===== src/rtl/mod_counter.sv =====
// mod_counter: modulo up/down counter with clock-enable prescaler, clear, load and optional saturation
module mod_counter #(
    parameter int WIDTH    = 4,
    parameter int MODULUS  = 16,
    parameter int PRESCALE = 1,
    parameter int SATURATE = 0
) (
    input  logic             clk,
    input  logic             reset,
    input  logic             en,
    input  logic             up,
    input  logic             clr,
    input  logic             load,
    input  logic [WIDTH-1:0] load_val,
    output logic [WIDTH-1:0] Q,
    output logic             tc
);
    localparam int PW = PRESCALE > 1 ? $clog2(PRESCALE) : 1;
    localparam logic [PW-1:0] PLAST = PW'(PRESCALE - 1);
    localparam logic [WIDTH:0] MAXW = (WIDTH + 1)'(MODULUS - 1);
    localparam logic [WIDTH-1:0] QMAX = WIDTH'(MODULUS - 1);

    logic [PW-1:0]    pre_q, pre_d;
    logic [WIDTH-1:0] q_q, q_d;
    logic             tc_q, tc_d;
    logic             step, at_lim;

    assign step   = en && (pre_q == PLAST);
    assign at_lim = up ? ({1'b0, q_q} == MAXW) : (q_q == '0);
    assign Q      = q_q;
    assign tc     = tc_q;

    // next state: clear beats load beats step; the prescaler only advances on enabled cycles
    always_comb begin
        pre_d = pre_q;
        q_d   = q_q;
        tc_d  = 1'b0;
        if (clr) begin
            pre_d = '0;
            q_d   = '0;
        end else if (load) begin
            pre_d = '0;
            q_d   = ({1'b0, load_val} > MAXW) ? QMAX : load_val;
        end else begin
            if (en)
                pre_d = step ? '0 : pre_q + 1'b1;
            if (step) begin
                tc_d = at_lim;
                q_d  = at_lim ? ((SATURATE != 0) ? q_q : (up ? '0 : QMAX))
                              : (up ? q_q + 1'b1 : q_q - 1'b1);
            end
        end
    end

    // state registers, cleared immediately by the active-low asynchronous reset
    always_ff @(posedge clk or negedge reset) begin
        if (!reset) begin
            pre_q <= '0;
            q_q   <= '0;
            tc_q  <= 1'b0;
        end else begin
            pre_q <= pre_d;
            q_q   <= q_d;
            tc_q  <= tc_d;
        end
    end
endmodule


===== config.mk =====
export PLATFORM = sky130hd
export DESIGN_NAME = mod_counter
export DESIGN_NICKNAME = d
export VERILOG_FILES = /design/src/rtl/mod_counter.sv
export SDC_FILE = /design/constraint.sdc
export NUM_CORES = 1
export LEC_CHECK = 0
export CORE_AREA = 2 2 39 41
export CTS_CLUSTER_DIAMETER = 30
export DETAILED_ROUTE_END_ITERATION = 10
export DIE_AREA = 0 0 41 43
export HOLD_SLACK_MARGIN = 0.15
export REMOVE_ABC_BUFFERS = 1
export SLEW_MARGIN = 20
export SYNTH_ARGS = -nofsm -noshare
export SYNTH_HDL_FRONTEND = slang
export SYNTH_SLANG_ARGS = --single-unit

===== constraint.sdc =====
create_clock -name clk -period 3.3 [get_ports clk]
set_input_delay 0.66 -clock clk [delete_from_list [all_inputs] [get_ports clk]]
set_output_delay 0.66 -clock clk [all_outputs]
set_load 0.02 [all_outputs]

== Word level (Yosys, flattened, before mapping) ==
Cells that the tools add are included.

* Equality and inequality tests: 1
* Bitwise operators: 1
* Mux-type cells: 14
* Reductions and logical operators: 4
* Add/sub/neg operators: 3

{| class="wikitable"
|+ Operators with widths
! cell !! count
|-
| 4-bit two-way mux || 6
|-
| 1-bit two-way mux || 8
|-
| 3-bit nonzero test || 2
|-
| 4-bit by 1-bit adder with 4-bit output, second input constant || 1
|-
| 4-bit equality test, second input constant || 1
|-
| 4-bit logical NOT || 1
|-
| 4-bit by 1-bit subtractor with 4-bit output, second input constant || 1
|-
| 1-bit adder, second input constant || 1
|-
| 1-bit logical AND || 1
|-
| 1-bit NOT || 1
|}

* Word-level logic and storage cells: 26
* Input port bits: 10
* Output and inout port bits: 5
* Register bits: 6

== Depth between registers and ports, before layout ==
Gate-level depths: netlist of the first run.

* Depth in word-level cells: 6
* Depth in mapped cells: 6
* Gate-level depth less buffers: 6

== Worst setup path after synthesis of the first run ==
Ideal clock, no wire load.

* Path kind: input-to-reg
* Start point: in up
* End point: reg q_q[3], in the netlist Q[3]
* Data required time: 3201 ps
* Setup time: 99 ps
* Setup slack: 1610 ps
* Arrival time: 1590 ps
* Stages: 6
* Path through: inv_1 ha_1 a21o_1 a21oi_1 xnor2_1 a311oi_1

* Longest elaborated chain between the ends: 5
* Elaborated cells between the ends (all ways): 7
* Classes of those cells: mux: 7

{| class="wikitable"
|+ Ends and longest elaborated chain
! item !! RTL line !! RTL
|-
| start, declared || 11 || <nowiki>input logic up,</nowiki>
|-
| 4-bit two-way mux (tied with other cells) || 50 || <nowiki>: (up ? q_q + 1'b1 : q_q - 1'b1);</nowiki>
|-
| 4-bit two-way mux * || 49 || <nowiki>q_d = at_lim ? ((SATURATE != 0) ? q_q : (up ? '0 : QMAX))</nowiki>
|-
| 4-bit two-way mux * || 47 || <nowiki>if (step) begin</nowiki>
|-
| 4-bit two-way mux * || 41 || <nowiki>end else if (load) begin</nowiki>
|-
| 4-bit two-way mux * || 38 || <nowiki>if (clr) begin</nowiki>
|-
| end signal, assigned || 63 || <nowiki>q_q <= q_d;</nowiki>
|-
| end, declared || 24 || <nowiki>logic [WIDTH-1:0] q_q, q_d;</nowiki>
|}

Mark *: on every way between the ends. The rest lies on a longest branch, timed or not. The select of a mux whose other input is x is not followed.
A chain may end at the register's enable or synchronous reset.

== Worst setup path in the final report of the first run ==
Ends and elaborated chain as after synthesis.

==> results of run 1 <==
==> worst min-delay path by stage <==
| stage | from | to | slack, ns | depth (start not counted) |
|---|---|---|---|---|
| detailed placement | pre_q$_DFFE_PN0P_ | pre_q$_DFFE_PN0P_ | 0.53 | 1 |
| floorplan | reset | Q[0]$_DFFE_PN0P_ | 0.36 | 0 |
| global placement | pre_q$_DFFE_PN0P_ | pre_q$_DFFE_PN0P_ | 0.53 | 1 |
| global route | pre_q$_DFFE_PN0P_ | pre_q$_DFFE_PN0P_ | 0.54 | 1 |
| CTS | pre_q$_DFFE_PN0P_ | pre_q$_DFFE_PN0P_ | 0.54 | 1 |
| finish | pre_q$_DFFE_PN0P_ | pre_q$_DFFE_PN0P_ | 0.53 | 1 |
==> per-layer routing <==
| layer | track usage, % | vias to the layer above |
|---|---|---|
| met1 | 17.9 | 182 |
| met3 | 4.71 | 2 |
| li1 | - | 199 |
| met2 | 17.5 | 12 |
| met5 | 0 | - |
| met4 | 8.00 | 0 |
==> cell usage in the layout (no fill, tap or decap) <==
| cell type | synthesis | layout |
|---|---|---|
| sky130_fd_sc_hd__fa_1 | 1 | 1 |
| sky130_fd_sc_hd__a31oi_1 | 1 | 1 |
| sky130_fd_sc_hd__nor4b_1 | 1 | 1 |
| sky130_fd_sc_hd__xnor2_1 | 2 | 2 |
| sky130_fd_sc_hd__a22oi_1 | 1 | 1 |
| sky130_fd_sc_hd__or3_1 | 1 | 1 |
| sky130_fd_sc_hd__ha_1 | 2 | 2 |
| sky130_fd_sc_hd__inv_1 | 5 | 5 |
| sky130_fd_sc_hd__nand2_1 | 5 | 5 |
| sky130_fd_sc_hd__xor2_1 | 2 | 2 |
| sky130_fd_sc_hd__a21o_1 | 1 | 1 |
| sky130_fd_sc_hd__a221oi_2 | 1 | 1 |
| sky130_fd_sc_hd__a32o_1 | 1 | 1 |
| sky130_fd_sc_hd__a211o_1 | 1 | 1 |
| sky130_fd_sc_hd__nand2b_1 | 1 | 1 |
| sky130_fd_sc_hd__mux2i_1 | 2 | 2 |
| sky130_fd_sc_hd__a311oi_1 | 1 | 1 |
| sky130_fd_sc_hd__clkdlybuf4s50_1 | 0 | 14 |
| sky130_fd_sc_hd__nor2_1 | 3 | 3 |
| sky130_fd_sc_hd__a21oi_1 | 2 | 2 |
| sky130_fd_sc_hd__or2_2 | 1 | 1 |
| sky130_fd_sc_hd__nor3_1 | 1 | 1 |
| sky130_fd_sc_hd__dfrtp_1 | 6 | 6 |
| sky130_fd_sc_hd__nor4_2 | 1 | 1 |
| sky130_fd_sc_hd__nand3_1 | 1 | 1 |
| sky130_fd_sc_hd__clkbuf_4 | 0 | 3 |
| sky130_fd_sc_hd__a21boi_0 | 1 | 1 |
| sky130_fd_sc_hd__o21ai_0 | 1 | 1 |
==> sequential cells by signal, indices dropped and copies added, names as in the netlist <==
name,flops
pre_q,1
Q,4
tc,1
==> cell families (layout without fill, tap and decap cells) <==
group / count (synthesis) / count (layout) / synth area share [%]
AND/OR/NAND/NOR: 15 / 15 / 18.1
AO/OA/AOI/OAI: 11 / 11 / 19.5
adder cells (fa/ha/maj): 3 / 3 / 10.2
multiplexers: 2 / 2 / 4.52
buffers and inverters: 7 / 22 / 5.93
flip-flops: 6 / 6 / 33.9
XOR/XNOR: 4 / 4 / 7.91
==> per-stage QoR <==
stage	hold slack [ns]	utilization (%)
3_5_place_dp	0.530	43.0
2_1_floorplan	0.364	-
4_1_cts	0.537	44.7
6_report	0.533	44.7
5_1_grt	0.544	44.7
3_3_place_gp	0.526	43.0
==> worst max-delay path, delay by kind of cell <==
kind / cells / cell delay [ns]
buffers and inverters: 2 / 0.69
AO/OA/AOI/OAI: 3 / 0.62
adder cells (fa/ha/maj): 1 / 0.27
XOR/XNOR: 1 / 0.09
==> power breakdown <==
part / switching (mW) / total [mW] / internal [mW]
clock network: 0.0264 / 0.0675 / 0.0411
registers: 0.00812 / 0.0868 / 0.0787
logic: 0.0344 / 0.0721 / 0.0377
total: 0.0689 / 0.226 / 0.157
==> cell type report <==
| type | count | area [um2] |
|---|---|---|
| Timing Repair Buffer | 14 | 140 |
| Multi-Input combinational cell | 35 | 267 |
| Sequential cell | 6 | 150 |
| Clock buffer | 3 | 22.5 |
| Fill cell | 145 | 766 |
| Tap cell | 16 | 20.0 |
| Inverter | 5 | 18.8 |
==> results, run 1 <==
- Post-CTS repair changed the size of 0 cells.
- Summing all non-filler instances in the final layout gives an area of approximately 620 um2.
- Entering global routing, the biggest net connects 12 pins.
- The count of nets left with antenna violations once routing finished came out at 0.
- CTS placed an instance of sky130_fd_sc_hd__clkbuf_4 at the clock tree root.
- Setup violations remaining at the end of the flow were counted as 0.
- Yosys printed 0 warnings.
- The worst setup path is of the primary input to register kind.
- The highest net fanout along the worst path is 5.
- The worst clock skew is 0.000665 ns.
- The flow ran to the end, and the final reports show no timing, DRC or antenna violations.
- The most critical setup path has its startpoint at up.
- The endpoint of the lowest-slack register-to-register path is Q[1]$_DFFE_PN0P_.
- The hold violation count in the final report was 0.
- The growth of design area from synthesis to finish is 39.5%.
- The placeable core area is approximately 1400 um2.
- Ranked by instance count, the synthesized netlist is headed by 6 x sky130_fd_sc_hd__dfrtp_1, 5 x sky130_fd_sc_hd__inv_1, 5 x sky130_fd_sc_hd__nand2_1.
- In this run the number of H-tree levels came out at 1.
- The worst relative slew slack is between 70 and 80%.
- The setup total negative slack is 0 ns.
- The largest single stage delay on the critical path is around 0.59 ns.
- The critical path's slowest cell is sky130_fd_sc_hd__clkdlybuf4s50_1.
- The startpoint of the worst-slack reg-to-reg timing path is Q[0]$_DFFE_PN0P_.
- Measured along the y axis, the die boundary spans about 43 um.
- The met3 routed wirelength is around 43 um.
- Dividing the detail-routed via count by the number of cells gives approximately 5.0.
- The via count of the first global-routing pass is 373.
- Power comes to between 0.2 and 0.25 mW.
- The actual transition at the worst max-transition pin is 0.416 ns.
- The total inserted antenna cells is 0.
- The upper clock frequency limit is roughly 460 MHz.
- The number of synthesized register bits is 6.
- The I/O pin total is 15.
- The number of DRC markers after the initial detailed-route iteration is 7.
- The clock input transition at the sequential cells of the worst setup and hold paths is ~0.04 ns.
- A synthesized cell averages around 9.2 um2.
- The post-placement cell area is 596 um2.
- The overall routing resource usage is roughly an eighth.
- The number of flops mapped to enable cells by yosys is 0.
- The number of slew-limit violations in the final report is 0.
- Row generation in the floorplan step produced 14 rows.
- Data on the critical path is required at its endpoint by roughly 3.4 ns.
- The synthesized area is approximately 440 um2.
- In the synthesized netlist, the number of instances is between 40 and 50.
- Measured in cells, the most critical reg-to-reg path has a length of 4.
- Setup repair after global routing left no endpoint under its margin.
- The predominant post-synthesis flop cell is sky130_fd_sc_hd__dfrtp_1.
- The total wire length is around 950 um.
- The first global-routing pass estimated 1.55 mm of wire.
- The total number of clock tree sinks is 6.
- The count of TritonRoute iterations in the first routing pass is 3.
- The final clock period utilization by the worst path is between 60% and 70%.
- Of the cells placed in the final design, the portion with a size suffix greater than 1 is about a tenth.
- Counting the buffers created by CTS gives 3.
- The number of hold buffers added after CTS was 0.
- The topmost layer with routed signal wires is met4.
- Sequential cells were found to cover between 30 and 40% of the synthesized design area.
- Setup slack on the worst reg-to-reg path comes out at 1.70 ns.
- The HPWL after detailed placement is slightly above 700 um.
- The async set-or-reset flop fraction in the synthesized netlist is 100%.
- At the placement stage, the worst setup path has a slack of around 0.84 ns.
- Global routing finished with a remaining overflow of 0.
- The clock tree from TritonCTS is yes.
- Dividing the detail-routed wire length by the instance count gives about 12 um.
- The initial cell density of the core is between 30 and 40%.
- The number of setup buffers added after CTS is 0.
- The met2 layer wire length in the routed design is 427 um.
- STA classifies the critical path startpoint as a primary input.
- For this run, design rule violations remaining after detail routing come to 0.
- The endpoint class of the critical path is a register.
- The ratio of total power to cell area is 366 nW/um2.
- The later pin in the worst-skew pair is clocked with a latency of 0.24 ns.
- Buffers placed on the I/O ports in this run total 14.
- The most area-hungry cell type in the Yosys netlist is sky130_fd_sc_hd__dfrtp_1.
- The worst-case IR drop observed on VDD is approximately 0.16 mV.
- The number of different library cells in the post-synthesis netlist is 27.
- For the finished layout, the period the worst path requires is approximately 2.2 ns.
- Counting along the longest clock path gives a buffer depth of 2.
- The leakage dissipation is 0.266 nW.
- The detailed-route via count is 395.
- The wire length on met1 is about 460 um.
- Following the worst setup path forward leads to its endpoint at Q[3]$_DFFE_PN0P_.
- The die covers around 1800 um2.
- In the post-synthesis netlist, the biggest area contributors are sky130_fd_sc_hd__dfrtp_1 34%, sky130_fd_sc_hd__ha_1 5.6%, sky130_fd_sc_hd__fa_1 4.5%.
- The tool flagged a number of max-cap violations equal to 0.
- The class of the tightest hold or removal check is register to register.
- In the post-route analysis, the smallest setup slack over all paths is 1.12 ns.
- At the end of routability-driven placement, the weighted congestion stood at slightly below 0.7.
- The final cell count without fillers is between 70 and 80.
- In the final design database the tool counted between 70 and 80 nets.
- The fraction of post-synthesis cell area in the top cell type by area is about 34%.
- Walking the worst path, the cells encountered are clkdlybuf4s50_1 > inv_1 > ha_1 > a21o_1 > a21oi_1 > xnor2_1 > a311oi_1.
- The die span in x is ~40 um.
- The arrival time at the worst endpoint is about 2.3 ns.
- The most repeated cell in the gate-level netlist after synthesis is sky130_fd_sc_hd__dfrtp_1.
- Including well taps, the total number of placed cells is 76.
- The number of antenna violations at the first check in global routing is 0.
(Power assumes the default switching activity.)
==> inputs of run 2 (changes only) <==
clock period = 1.8 ns   (was 3.3 ns; I/O delays follow)
==> run 2 against run 1 <==
Against the previous run:
- die area unchanged
- combinational power increased by 110%
- critical endpoint is now Q[3]
- critical path type is now register to output port
- via count increased by 3.0%
- global-route usage rose by 0.80 points
==> results, run 2 (same netlist as run 1, synthesis figures left out) <==
- The per-cell via count in the routed design is 4.85 (-3.1%).
- The arrival time at the worst endpoint is 1.35 ns (-0.98 ns).
- The total buffers and inverters traversed by the critical path came to 1 (-1).
- The number of slew-limit violations in the final report is 0 (unchanged).
- The worst clock skew came to 0.00573 ns (+0.00506 ns).
- The total wire length is 1.01 mm (+7.1%).
- By startpoint and endpoint, the worst setup path is classified as register to output port.
- The worst relative slew slack is 71.8% (-0.37 points).
- The total congestion overflow after global routing is 0 (unchanged).
- The growth of design area from synthesis to finish is 49.4%.
- The clock input transition at the sequential cells of the worst setup and hold paths was 0.05 ns (about the same).
- The initial cell density of the core came to 32.0% (unchanged).
- The worst setup path is launched from a register.
- The total number of clock tree sinks is 6 (unchanged).
- The number of antenna violations at the first check in global routing is 0 (unchanged).
- The actual transition at the worst max-transition pin is 0.421 ns (+0.00555 ns).
- Setup repair after global routing left no endpoint under its margin.
- The deepest clock path buffer count was 2 (unchanged).
- The hold violation count in the final report is 0 (unchanged).
- The number of placement rows is 14 (unchanged).
- The height of the chip is 43 um (unchanged).
- The final cell count without fillers was 84 (+6.3%).
- The number of endpoints failing setup at the final stage is 0 (unchanged).
- The pin count of the biggest net entering global routing is 12 (unchanged).
- The cell area after layout is 662 um2 (+7.1%).
- The maximum vdd drop is 0.278 mV (+73%).
- The average wire per cell in the routed design is 12.1 um (+0.71%).
- The HPWL after detailed placement was 789 um (+8.8%).
- The class of the tightest hold or removal check is primary input to asynchronous set/reset pin.
- The DRC violations left was 0 (unchanged).
- The remaining antenna violation count is 0 (unchanged).
- The run finished with clean final reports.
- The die span in x was 41 um (unchanged).
- The leakage dissipation is 0.299 nW (+13%).
- The number of DRC markers after the initial detailed-route iteration came to 5 (-2).
- The endpoint class of the critical path is an output port.
- The post-placement cell area is 633 um2 (+6.3%).
- The final core utilization is 47.8% (+3.2 points).
- The required time at the endpoint of the critical path is 1.44 ns (-2.00 ns).
- The global-route wire length before repair is 1.65 mm (+6.3%).
- The placeable core area is 1380 um2 (unchanged).
- The number of buffers created by CTS is 3 (unchanged).
- The CTS root buffer is sky130_fd_sc_hd__clkbuf_4.
- The longest individual stage delay on the worst path is 0.65 ns (+0.06 ns).
- The ratio of total power to cell area is 649 nW/um2 (+77%).
- The count of TritonRoute iterations in the first routing pass came to 4 (+1).
- The cell family with the largest share of critical-path delay is buffers and inverters.
- The final net count is 83 (+6.4%).
- The overall routing resource usage was 14.1% (+0.80 points).
- Walking the worst path, the cells encountered are clkdlybuf4s50_1.
- The share of cells above drive strength 1 was 17.6% (+8.1 points).
- The total placed cells including tap cells is 81 (+6.6%).
- The final weighted congestion in routability-driven placement came to 0.759 (+12%).
- The worst-skew pair later-pin latency is 0.24 ns (about the same).
- The total inserted antenna cells is 0 (unchanged).
- The number of levels the H-tree was split into is 1 (unchanged).
- TritonCTS built the clock tree.
- In the finished design, the share of the clock period the worst path needs comes to between 90% and 100%.
- The detailed-route via count is 407 (+3.0%).
- Among all stages on the critical path, the largest delay is contributed by sky130_fd_sc_hd__clkdlybuf4s50_1.
- The upper clock frequency limit is 585 MHz.
- In the layout the commonest cells are 13 x sky130_fd_sc_hd__clkdlybuf4s50_1, 6 x sky130_fd_sc_hd__dfrtp_1, 5 x sky130_fd_sc_hd__inv_1, 5 x sky130_fd_sc_hd__nand2_1, 5 x sky130_fd_sc_hd__buf_4.
- The number of flip-flops in the largest register is 4 (unchanged).
- The highest net fanout along the worst path came to 6 (+1).
- The number of hold buffers added after CTS is 0 (unchanged).
- The minimum period implied by the final worst setup slack is 1.71 ns.
- The I/O pin total is 15 (unchanged).
- The number of buffers added on ports is 14 (unchanged).
- The area enclosed by the die boundary came to 1760 um2 (unchanged).
- The via count of the first global-routing pass is 402 (+7.8%).
- The most common cell after layout, fill and taps aside is sky130_fd_sc_hd__clkdlybuf4s50_1.
- The max capacitance violation total is 0 (unchanged).
==> run 2: cell types whose count changed in the layout (fill, tap and decap cells not counted) <==
cell,delta
sky130_fd_sc_hd__dlymetal6s2s_1,+1
sky130_fd_sc_hd__clkdlybuf4s50_1,-1
sky130_fd_sc_hd__buf_4,+5
sky130_fd_sc_hd__a21oi_2,+1
sky130_fd_sc_hd__a21oi_1,-1
==> run 2: metrics by stage <==
step	hold WS (ns)	power [mW]	setup WS, ns	setup TNS [ns]
floorplan	0.0644	0.233	0.176	0
global placement	0.525	0.305	-0.228	-0.518
detailed placement	0.538	0.307	-0.275	-0.603
CTS	0.364	0.438	0.0302	0
global route	0.393	0.464	0.0337	0
finish	0.363	0.429	0.0912	0
==> run 2: layout make-up <==
type,instances,area (um2)
multi-input cells,35,270
flip-flops and latches,6,150
repair buffers,19,180
fillers,146,722
inverters,5,18.8
well taps,16,20.0
clock buffers,3,22.5
==> run 2: final timing paths <==
path / cells past startpoint / from / slack, ns / to
max: 1 / Q[3]$_DFFE_PN0P_ / 0.09 / Q[3]
min: 1 / reset / 0.36 / Q[3]$_DFFE_PN0P_
max reg2reg: 5 / Q[1]$_DFFE_PN0P_ / 0.23 / Q[2]$_DFFE_PN0P_
min reg2reg: 1 / pre_q$_DFFE_PN0P_ / 0.54 / pre_q$_DFFE_PN0P_
max in group asynchronous: 1 / reset / 1.21 / pre_q$_DFFE_PN0P_
min in group clk: 1 / pre_q$_DFFE_PN0P_ / 0.54 / pre_q$_DFFE_PN0P_
==> run 2: repair_timing <==
action / in CTS / in global routing
endpoints found under the setup margin: 1 / 1
resized for setup: 0 / 2
setup buffers: 0 / 0
pin swaps: 1 / 1
==> run 2: power breakdown <==
part | switching [mW] | leakage [nW] | internal [mW]
combinational | 0.0707 | 0.206 | 0.0794
sequential | 0.0128 | 0.0798 | 0.144
clock | 0.0469 | 0.0138 | 0.0753
==> run 2: per-layer routing <==
metal  global-route usage, %  part of all wire, %  vias to the layer above
met5                       0                    0                        -
met3                    1.57                  5.2                        0
met1                    21.2                   49                      186
met2                    18.8                   46                       10
li1                        -                    -                      211
met4                    8.00                    0                        0
